<file path="src/rtl/fp16_pkg.sv">
// Shared fp16 types and constants for the multiplier-sharing slice.
package fp16_pkg;

   typedef logic [15:0] fp16_t;

   localparam fp16_t       FP16_ZERO = 16'h0000;
   localparam fp16_t       FP16_ONE  = 16'h3C00;
   localparam int unsigned FP16_BIAS = 15;

endpackage

</file>
<file path="src/rtl/fp16_mul_arbiter_if.sv">
// Requester-side operand bus and response bus of the shared fp16 multiplier.
interface fp16_mul_arbiter_if #(parameter int unsigned NUM_REQ = 4);
   import fp16_pkg::*;

   localparam int unsigned ID_W = $clog2(NUM_REQ);

   logic  [NUM_REQ-1:0] req_valid;
   logic  [NUM_REQ-1:0] req_ready;
   fp16_t [NUM_REQ-1:0] req_a;
   fp16_t [NUM_REQ-1:0] req_b;
   logic                rsp_valid;
   logic                rsp_ready;
   fp16_t               rsp_z;
   logic  [ID_W-1:0]    rsp_id;

   modport master (
      output req_valid, req_a, req_b, rsp_ready,
      input  req_ready, rsp_valid, rsp_z, rsp_id
   );

   modport slave (
      input  req_valid, req_a, req_b, rsp_ready,
      output req_ready, rsp_valid, rsp_z, rsp_id
   );

endinterface

</file>
<file path="src/rtl/fp16multiplier.sv">
// Combinational fp16 multiply: implicit leading one, truncated mantissa,
// zero on zero operand or exponent underflow, no NaN/Inf handling.
module fp16multiplier
   import fp16_pkg::*;
(
   input  fp16_t a,
   input  fp16_t b,
   output fp16_t z
);

   logic [21:0] prod;
   logic        norm;
   logic [7:0]  e_raw;
   logic        prod_unused;

   assign prod        = 22'({1'b1, a[9:0]}) * 22'({1'b1, b[9:0]});
   assign norm        = prod[21];
   assign e_raw       = 8'(a[14:10]) + 8'(b[14:10]) + 8'(norm);
   assign prod_unused = ^prod[9:0];

   always_comb begin
      z = FP16_ZERO;
      if ((a != FP16_ZERO) && (b != FP16_ZERO) && (e_raw > 8'(FP16_BIAS))) begin
         z = {a[15] ^ b[15], 5'(e_raw - 8'(FP16_BIAS)), norm ? prod[20:11] : prod[19:10]};
      end
   end

endmodule

</file>
<file path="src/rtl/rr_arbiter.sv">
// Round-robin arbiter: grants the first requester at or after the pointer, wrapping.
module rr_arbiter #(parameter int unsigned N = 4)
(
   input  logic         clk,
   input  logic         rst_n,
   input  logic [N-1:0] req,
   input  logic         advance,
   output logic [N-1:0] grant
);

   localparam int unsigned PW = (N > 1) ? $clog2(N) : 1;

   logic [PW-1:0] ptr;
   logic [PW-1:0] ptr_nxt;
   logic          found;

   always_comb begin
      int unsigned j;
      grant   = '0;
      ptr_nxt = ptr;
      found   = 1'b0;
      j       = 0;
      for (int unsigned k = 0; k < N; k++) begin
         j = 32'(ptr) + k;
         if (j >= N) j = j - N;
         if (!found && req[PW'(j)]) begin
            found           = 1'b1;
            grant[PW'(j)]   = 1'b1;
            ptr_nxt         = (j == N - 1) ? '0 : PW'(j + 1);
         end
      end
   end

   // Pointer moves past the winner only when its request is actually taken
   always_ff @(posedge clk or negedge rst_n) begin
      if (!rst_n) begin
         ptr <= '0;
      end else if (advance && found) begin
         ptr <= ptr_nxt;
      end
   end

endmodule

</file>
<file path="src/rtl/fp16_mul_arbiter.sv">
// Shares one fp16 multiplier among NUM_REQ requesters through a two-stage
// (operand S1, result S2) valid/ready pipeline with id-tagged results.
module fp16_mul_arbiter
   import fp16_pkg::*;
#(
   parameter int unsigned NUM_REQ = 4,
   parameter int unsigned CNT_W   = 32
)
(
   input  logic               clk,
   input  logic               rst_n,
   fp16_mul_arbiter_if.slave  bus,
   output logic               busy,
   output logic [CNT_W-1:0]   op_count
);

   localparam int unsigned ID_W = $clog2(NUM_REQ);

   logic [NUM_REQ-1:0] grant;
   logic               s1_v, s2_v, s1_en, s2_en, accept;
   fp16_t              s1_a, s1_b, sel_a, sel_b, mul_z, s2_z;
   logic [ID_W-1:0]    s1_id, sel_id, s2_id;

   assign s2_en  = !s2_v || bus.rsp_ready;
   assign s1_en  = !s1_v || s2_en;
   assign accept = s1_en && (|grant);

   assign bus.req_ready = (s1_en && rst_n) ? grant : '0;
   assign bus.rsp_valid = s2_v;
   assign bus.rsp_z     = s2_z;
   assign bus.rsp_id    = s2_id;
   assign busy          = s1_v || s2_v;

   rr_arbiter #(.N(NUM_REQ)) u_arb (
      .clk     (clk),
      .rst_n   (rst_n),
      .req     (bus.req_valid),
      .advance (s1_en),
      .grant   (grant)
   );

   // Operand mux for the granted requester
   always_comb begin
      sel_a  = FP16_ZERO;
      sel_b  = FP16_ZERO;
      sel_id = '0;
      for (int unsigned i = 0; i < NUM_REQ; i++) begin
         if (grant[ID_W'(i)]) begin
            sel_a  = bus.req_a[ID_W'(i)];
            sel_b  = bus.req_b[ID_W'(i)];
            sel_id = ID_W'(i);
         end
      end
   end

   fp16multiplier u_mul (
      .a (s1_a),
      .b (s1_b),
      .z (mul_z)
   );

   always_ff @(posedge clk or negedge rst_n) begin
      if (!rst_n) begin
         s1_v  <= 1'b0;
         s1_a  <= FP16_ZERO;
         s1_b  <= FP16_ZERO;
         s1_id <= '0;
      end else if (s1_en) begin
         s1_v <= accept;
         if (accept) begin
            s1_a  <= sel_a;
            s1_b  <= sel_b;
            s1_id <= sel_id;
         end
      end
   end

   // Result stage only captures the multiplier while S1 holds a live operand
   always_ff @(posedge clk or negedge rst_n) begin
      if (!rst_n) begin
         s2_v  <= 1'b0;
         s2_z  <= FP16_ZERO;
         s2_id <= '0;
      end else if (s2_en) begin
         s2_v <= s1_v;
         if (s1_v) begin
            s2_z  <= mul_z;
            s2_id <= s1_id;
         end
      end
   end

   always_ff @(posedge clk or negedge rst_n) begin
      if (!rst_n) begin
         op_count <= '0;
      end else if (accept && (op_count != '1)) begin
         op_count <= op_count + CNT_W'(1);
      end
   end

endmodule

</file>
<file path="src/flat_wrapper.sv">
// flat-port wrapper written by rule: the top's interface ports become plain ports
module fp16_mul_arbiter_flat import fp16_pkg::*;
#(
   parameter int unsigned NUM_REQ = 4,
   parameter int unsigned CNT_W   = 32
)
  (clk, rst_n, busy, op_count, bus_req_valid, bus_req_a, bus_req_b, bus_rsp_ready, bus_req_ready, bus_rsp_valid, bus_rsp_z, bus_rsp_id);
  fp16_mul_arbiter_if #(.NUM_REQ(NUM_REQ)) bus_i ();
  input  logic clk;
  input  logic rst_n;
  output logic busy;
  output logic [CNT_W-1:0] op_count;
  input wire logic [$bits(bus_i.req_valid)-1:0] bus_req_valid;
  input wire logic [$bits(bus_i.req_a)-1:0] bus_req_a;
  input wire logic [$bits(bus_i.req_b)-1:0] bus_req_b;
  input wire logic [$bits(bus_i.rsp_ready)-1:0] bus_rsp_ready;
  output wire logic [$bits(bus_i.req_ready)-1:0] bus_req_ready;
  output wire logic [$bits(bus_i.rsp_valid)-1:0] bus_rsp_valid;
  output wire logic [$bits(bus_i.rsp_z)-1:0] bus_rsp_z;
  output wire logic [$bits(bus_i.rsp_id)-1:0] bus_rsp_id;
  assign bus_i.req_valid = bus_req_valid;
  assign bus_i.req_a = bus_req_a;
  assign bus_i.req_b = bus_req_b;
  assign bus_i.rsp_ready = bus_rsp_ready;
  assign bus_req_ready = bus_i.req_ready;
  assign bus_rsp_valid = bus_i.rsp_valid;
  assign bus_rsp_z = bus_i.rsp_z;
  assign bus_rsp_id = bus_i.rsp_id;
  fp16_mul_arbiter #(.NUM_REQ(NUM_REQ), .CNT_W(CNT_W)) u_core (.clk(clk), .rst_n(rst_n), .bus(bus_i), .busy(busy), .op_count(op_count));
endmodule
</file>
<file path="config.mk">
export PLATFORM = sky130hd
export DESIGN_NAME = fp16_mul_arbiter_flat
export DESIGN_NICKNAME = d
export VERILOG_FILES = /design/src/rtl/fp16_pkg.sv /design/src/rtl/fp16_mul_arbiter_if.sv /design/src/rtl/fp16multiplier.sv /design/src/rtl/rr_arbiter.sv /design/src/rtl/fp16_mul_arbiter.sv /design/src/flat_wrapper.sv
export SDC_FILE = /design/constraint.sdc
export NUM_CORES = 1
export LEC_CHECK = 0
export ABC_AREA = 1
export ABC_CLOCK_PERIOD_IN_PS = 6500
export CORE_ASPECT_RATIO = 1.5
export CORE_MARGIN = 2
export CORE_UTILIZATION = 35
export CTS_CLUSTER_DIAMETER = 150
export CTS_CLUSTER_SIZE = 8
export DETAILED_ROUTE_END_ITERATION = 8
export GPL_ROUTABILITY_DRIVEN = 0
export MAX_ROUTING_LAYER = met4
export PLACE_DENSITY_LB_ADDON = 0.15
export SLEW_MARGIN = 30
export SYNTH_ARGS = -nofsm -noshare
export SYNTH_HDL_FRONTEND = slang
export SYNTH_HIERARCHICAL = 1
export SYNTH_SLANG_ARGS = --single-unit
</file>
<file path="constraint.sdc">
create_clock -name clk -period 6.5 [get_ports clk]
set_clock_uncertainty 0.05 [all_clocks]
set_input_delay 1.3 -clock clk [delete_from_list [all_inputs] [get_ports clk]]
set_output_delay 1.3 -clock clk [all_outputs]
set_load 0.03 [all_outputs]
</file>
# Word level (Yosys, flattened, before mapping)
# Index checks and enable logic that the tools add are counted.
dict set report totals {
  reg_bits 88
  in_bits 135
  output_inout_bits 56
}
dict set report classes {
  n_addsub 15
  multipliers 1
  magnitude_cmp 13
  eq_ne 5
  muxes 50
  bitwise 4
  n_reduce_logical 28
}
# operator count
set op_table {}
lappend op_table {{$mux 16} 9}
lappend op_table {{$eq 32x2->1 const B} 4}
lappend op_table {{$mux 32} 4}
lappend op_table {{$add 32x1->32 const B} 1}
lappend op_table {{$ne 32x32->1 const B} 1}
lappend op_table {{$reduce_bool 16->1} 2}
lappend op_table {{$mul 11x11->22} 1}
lappend op_table {{$mux 2} 10}
lappend op_table {{$mux 4} 5}
lappend op_table {{$logic_and 1x1->1} 13}
lappend op_table {{$mux 1} 13}
lappend op_table {{$lt 2x3->1 const B} 4}
lappend op_table {{$or 4x4->4} 3}
lappend op_table {{$sub 3x3->4 const B} 3}
lappend op_table {{$mux 10} 1}
lappend op_table {{$ge 3x3->1 const B} 3}
lappend op_table {{$add 2x1->2 const B} 4}
lappend op_table {{$bmux 1 s2} 4}
lappend op_table {{$demux 1 s2} 4}
lappend op_table {{$ge 2x1->1 const B} 4}
lappend op_table {{$add 6x1->7} 1}
lappend op_table {{$gt 7x4->1 const B} 1}
lappend op_table {{$add 2x2->3 const B} 2}
lappend op_table {{$add 5x5->6} 1}
lappend op_table {{other kinds (10)} 18}

# Logic depth before layout (Yosys ltp)
dict set report depth {
  word_depth 18
  depth_mapped 36
}

# Modules after synthesis
# The synthesis kept the hierarchy.
# mod instances cells_each area_per_inst_um2
set by_module_without_submodules {}
lappend by_module_without_submodules {fp16_mul_arbiter 1 741 5165.0}
lappend by_module_without_submodules {fp16multiplier 1 663 4611.9}
lappend by_module_without_submodules {rr_arbiter 1 90 549.3}

# Worst setup path before layout
# No wires, ideal clock.
dict set report synth_timing {
  path_type {reg2reg}
  from {register u_core.s1_b[9]}
  to {register u_core.s2_z[8] (netlist: u_core/bus.rsp_z[8])}
  setup_time_ns 0.125
  arrival_ns 6.514
  required_time_ns 6.325
  setup_slack_ns -0.189
  stages_incl_launch_ff 35
  n_path_buf 3
  cell_sequence {dfrtp_1 > clkbuf_1 > nand2_1 > inv_1 > fa_1 > inv_1 > fa_1 > inv_1 > fa_1 > fa_1 > inv_1 > fa_1 > inv_1 > ha_1 > a21o_1 > a21oi_1 > nand2_1 > nand2_1 > nand3_1 > nand2_1 > nand2_2 > buf_6 > fa_1 > fa_1 > o21ai_1 > xnor2_1 > nand2_1 > a21oi_1 > nand2_1 > nand2_1 > buf_4 > a21oi_1 > nand2_1 > inv_1 > mux2_2}
}
dict set report synth_via {
  elab_chain_cells 5
}
# item line_no
set synth_lines {}
lappend synth_lines {{start, declared} fp16_mul_arbiter.sv:21} ;# fp16_t s1_a, s1_b, sel_a, sel_b, mul_z, s2_z;
lappend synth_lines {{start signal, assigned} fp16_mul_arbiter.sv:72} ;# s1_b <= sel_b;
lappend synth_lines {{$mul 11x11->22} fp16multiplier.sv:16} ;# assign prod = 22'({1'b1, a[9:0]}) * 22'({1'b1, b[9:0]});
lappend synth_lines {{$add 6x1->7} fp16multiplier.sv:18} ;# assign e_raw = 8'(a[14:10]) + 8'(b[14:10]) + 8'(norm);
lappend synth_lines {{$gt 7x4->1} fp16multiplier.sv:23} ;# if ((a != FP16_ZERO) && (b != FP16_ZERO) && (e_raw > 8'(FP16_BIAS))) begin
lappend synth_lines {{$logic_and 1x1->1} fp16multiplier.sv:23}
lappend synth_lines {{$mux 16 (*)} fp16multiplier.sv:23}
lappend synth_lines {{named net u_core.mul_z[8]} fp16_mul_arbiter.sv:21}
lappend synth_lines {{end signal, assigned} fp16_mul_arbiter.sv:87} ;# s2_z <= mul_z;
lappend synth_lines {{end, declared} fp16_mul_arbiter.sv:21}
# The timed path passes the listed nets; every way through them passes the cells marked *.
# A chain may end at the register's enable or synchronous reset.

# Worst setup path in the final report
dict set report layout_timing {
  from {register u_core.s1_a[7]}
  to {register u_core.s2_z[8] (netlist: u_core/bus.rsp_z[8])}
}
dict set report layout_via {
  elab_chain_cells 5
}
# item line_no
set layout_lines {}
lappend layout_lines {{start, declared} fp16_mul_arbiter.sv:21}
lappend layout_lines {{start signal, assigned} fp16_mul_arbiter.sv:71} ;# s1_a <= sel_a;
lappend layout_lines {{$mul 11x11->22} fp16multiplier.sv:16}
lappend layout_lines {{$add 6x1->7} fp16multiplier.sv:18}
lappend layout_lines {{$gt 7x4->1} fp16multiplier.sv:23}
lappend layout_lines {{$logic_and 1x1->1} fp16multiplier.sv:23}
lappend layout_lines {{$mux 16 (*)} fp16multiplier.sv:23}
lappend layout_lines {{named net u_core.mul_z[8]} fp16_mul_arbiter.sv:21}
# Marks and branches as above.

==> run metrics <==
area leader, netlist=dfrtp_1; die area=just over 30000 µm²; DRC=0; syn_area_per_cell=6.91 µm²; sequential area share after synthesis=approximately a fifth; vias in the first global route=about 11000; DR vias/cell=slightly below 5; H-tree levels=3; CP Buf/Inv Count=6; Synth area leaders=dfrtp_1, nand2_1, fa_1; Max-slew headroom=30.2%; CTS Buffer Depth=2; highest-delay cell along the critical path=fa_1; core area=29300 µm²; fillers=3059; post-place setup slack=-0.114 ns; Clk Latency, worst-skew pair=0.36 ns; Worst Slack Setup Final=-0.0136 ns; worst min path class=reg -> reg; Critical Path Sink Type=register; Post-DP HPWL=between 20 and 30 mm; total routed wirelength=between 30 and 40 mm; post-synth cell types=between 40 and 50; cell count after synthesis=1494; area share of the largest cell type after synthesis=about a fifth; failing checks=setup timing; Mapped Area=between 10000 and 15000 µm²; Die Height=approximately 210 µm; die width=between 100 and 150 µm; Clock Sinks=a little under 90; TritonRoute pass-1 iters=7; Max-Cap Viols=0; Total Nets Final=~2000; antenna violations before repair=4; YS warnings=6; Tcrit/Tclk final=100%; RSZ-0062 raised after global routing=true; ys flop type=dfrtp_1; FF+latch count, synth=slightly below 90; largest net degree at the start of global routing=between 50 and 60; most frequent cell after synthesis=nand2_1; Post-Synthesis Net Count=1777; antenna-violating nets left=0; ys async rst share=100%; status=finished with violations; worst-path fanout max=5; CP Data Required Time=between 6 and 7 ns; min Tclk post-route=6.51 ns; Final Slew Violations=0; Post-CTS Hold Buffers=0; worst slew pin tran=just over 1 ns; first-pass GRT wire length=~55 mm; # setup viols final=1; I/O Buffers=190; Commonest cells post-synth=nand2_1, inv_1, nor2_1; area growth from synthesis to layout=31.2%; crit-path leading delay family=adder cells; critical path launch point type=register; row cnt=between 70 and 80; setup slack, reg-to-reg=-0.01 ns; Initial Utilization=a little over a third; hold_ws=between 0.4 and 0.5 ns; drt initial violations=457; Setup CP Type=reg -> reg; arrival time worst endpoint=6.70 ns; CP peak stage delay=~0.55 ns; wire per inst=16.4 µm; grt ovf=0; layout cell share with drive strength beyond 1=around 12%; setup TNS=-0.0136 ns; highest clock rate=154 MHz; Clock transition at path regs=approximately 0.080 ns; GRT Total Usage=about a quarter; CTS tree=done; CTS Root Cell=clkbuf_16; num ports=about 190; vias=10306; clock buffer count from CTS=9; EDFF count, synth=0; Fin. Hold Viols=0
==> timing repair <==
action                                  4_1_cts  5_1_grt
endpoints found under the setup margin       16       16
pin swaps                                     6       40
buffers inserted                              1       13
resized for setup                            17       55
==> final cells by class <==
class	count	area, µm²	share of cell area, %
diodes	4	10.0	0.0739
well taps	395	494	3.65
flip-flops and latches	88	2220	16.4
clock buffers	10	229	1.69
inverters	238	898	6.63
multi-input cells	1109	7190	53.0
clock inverters	6	83.8	0.619
repair buffers	257	2420	17.9
==> through the flow <==
stage | util, % | std cells | instance area (µm²)
after floorplan | - | 1494 | 10400
after detailed placement | 44.0 | 2073 | 12900
after CTS | 45.2 | 2090 | 13200
after global routing | 46.3 | 2107 | 13500
after global placement | 44.0 | 2073 | 12900
final | 46.3 | 2107 | 13500
==> placed cells by master (no fill, tap or decap), types with 3 or more instances in the layout <==
master	count
a21o_1	5
a21oi_1	54
a21oi_2	8
a31oi_1	32
buf_4	62
buf_6	6
clkbuf_16	9
clkdlybuf4s50_1	189
clkinv_2	3
dfrtp_1	73
dfrtp_2	15
diode_2	4
fa_1	78
fa_2	3
ha_1	56
ha_2	5
ha_4	6
inv_1	225
inv_2	10
mux2_2	17
nand2_1	480
nand2_2	20
nand2_4	8
nand3_1	112
nand3_2	5
nand4_1	6
nor2_1	121
nor2_2	7
nor2_4	4
nor3_1	4
nor4_1	11
o21ai_0	12
o21ai_1	6
o21ai_2	4
xnor2_1	11
xor2_1	12
==> cells by family after synthesis <==
logic type,after synthesis,synth area share (%)
simple gates,790,32.3
buf+inv,297,11.5
fa+ha+maj,148,23.8
compound gates,128,6.98
flops,88,21.3
xor+xnor,25,2.12
mux,18,1.96
==> flip-flops by register name, indices dropped and copies added (netlist names) <==
signal / flops
u_core/s1_b: 16
u_core/u_arb/ptr: 2
u_core/s1_a: 16
u_core/s1_v: 1
u_core/op_count: 32
u_core/bus.rsp_id: 2
u_core/bus.rsp_z: 16
u_core/s1_id: 2
u_core/bus.rsp_valid: 1
==> worst register-to-register path, delay by kind of cell, from the launching register on <==
kind	cells	cell delay, ns
fa+ha+maj	8	3.74
simple gates	11	0.95
compound gates	4	0.47
flops	1	0.45
buf+inv	6	0.36
mux	1	0.24
xor+xnor	1	0.13
==> metal layers <==
metal	routed length, µm	GRT usage [%]
met2	18200	42.5
met5	0	-
met4	1830	11.7
met1	13200	25.1
met3	1180	2.64
==> worst paths after layout <==
path                                 start                   to  cells after the start
min in group asynchronous            rst_n      u_core/s1_a[10]                      1
max                         u_core/s1_a[7]  u_core/bus.rsp_z[8]                     31
min reg2reg                u_core/s1_id[0]      u_core/s1_id[0]                      2
min                        u_core/s1_id[0]      u_core/s1_id[0]                      2
max in group asynchronous            rst_n       u_core/s1_b[9]                      2
max reg2reg                 u_core/s1_a[7]  u_core/bus.rsp_z[8]                     31
Power is left out: the tool's default activity adds up to more than one toggle a clock period on the data nets, which glitch-free logic cannot reach.
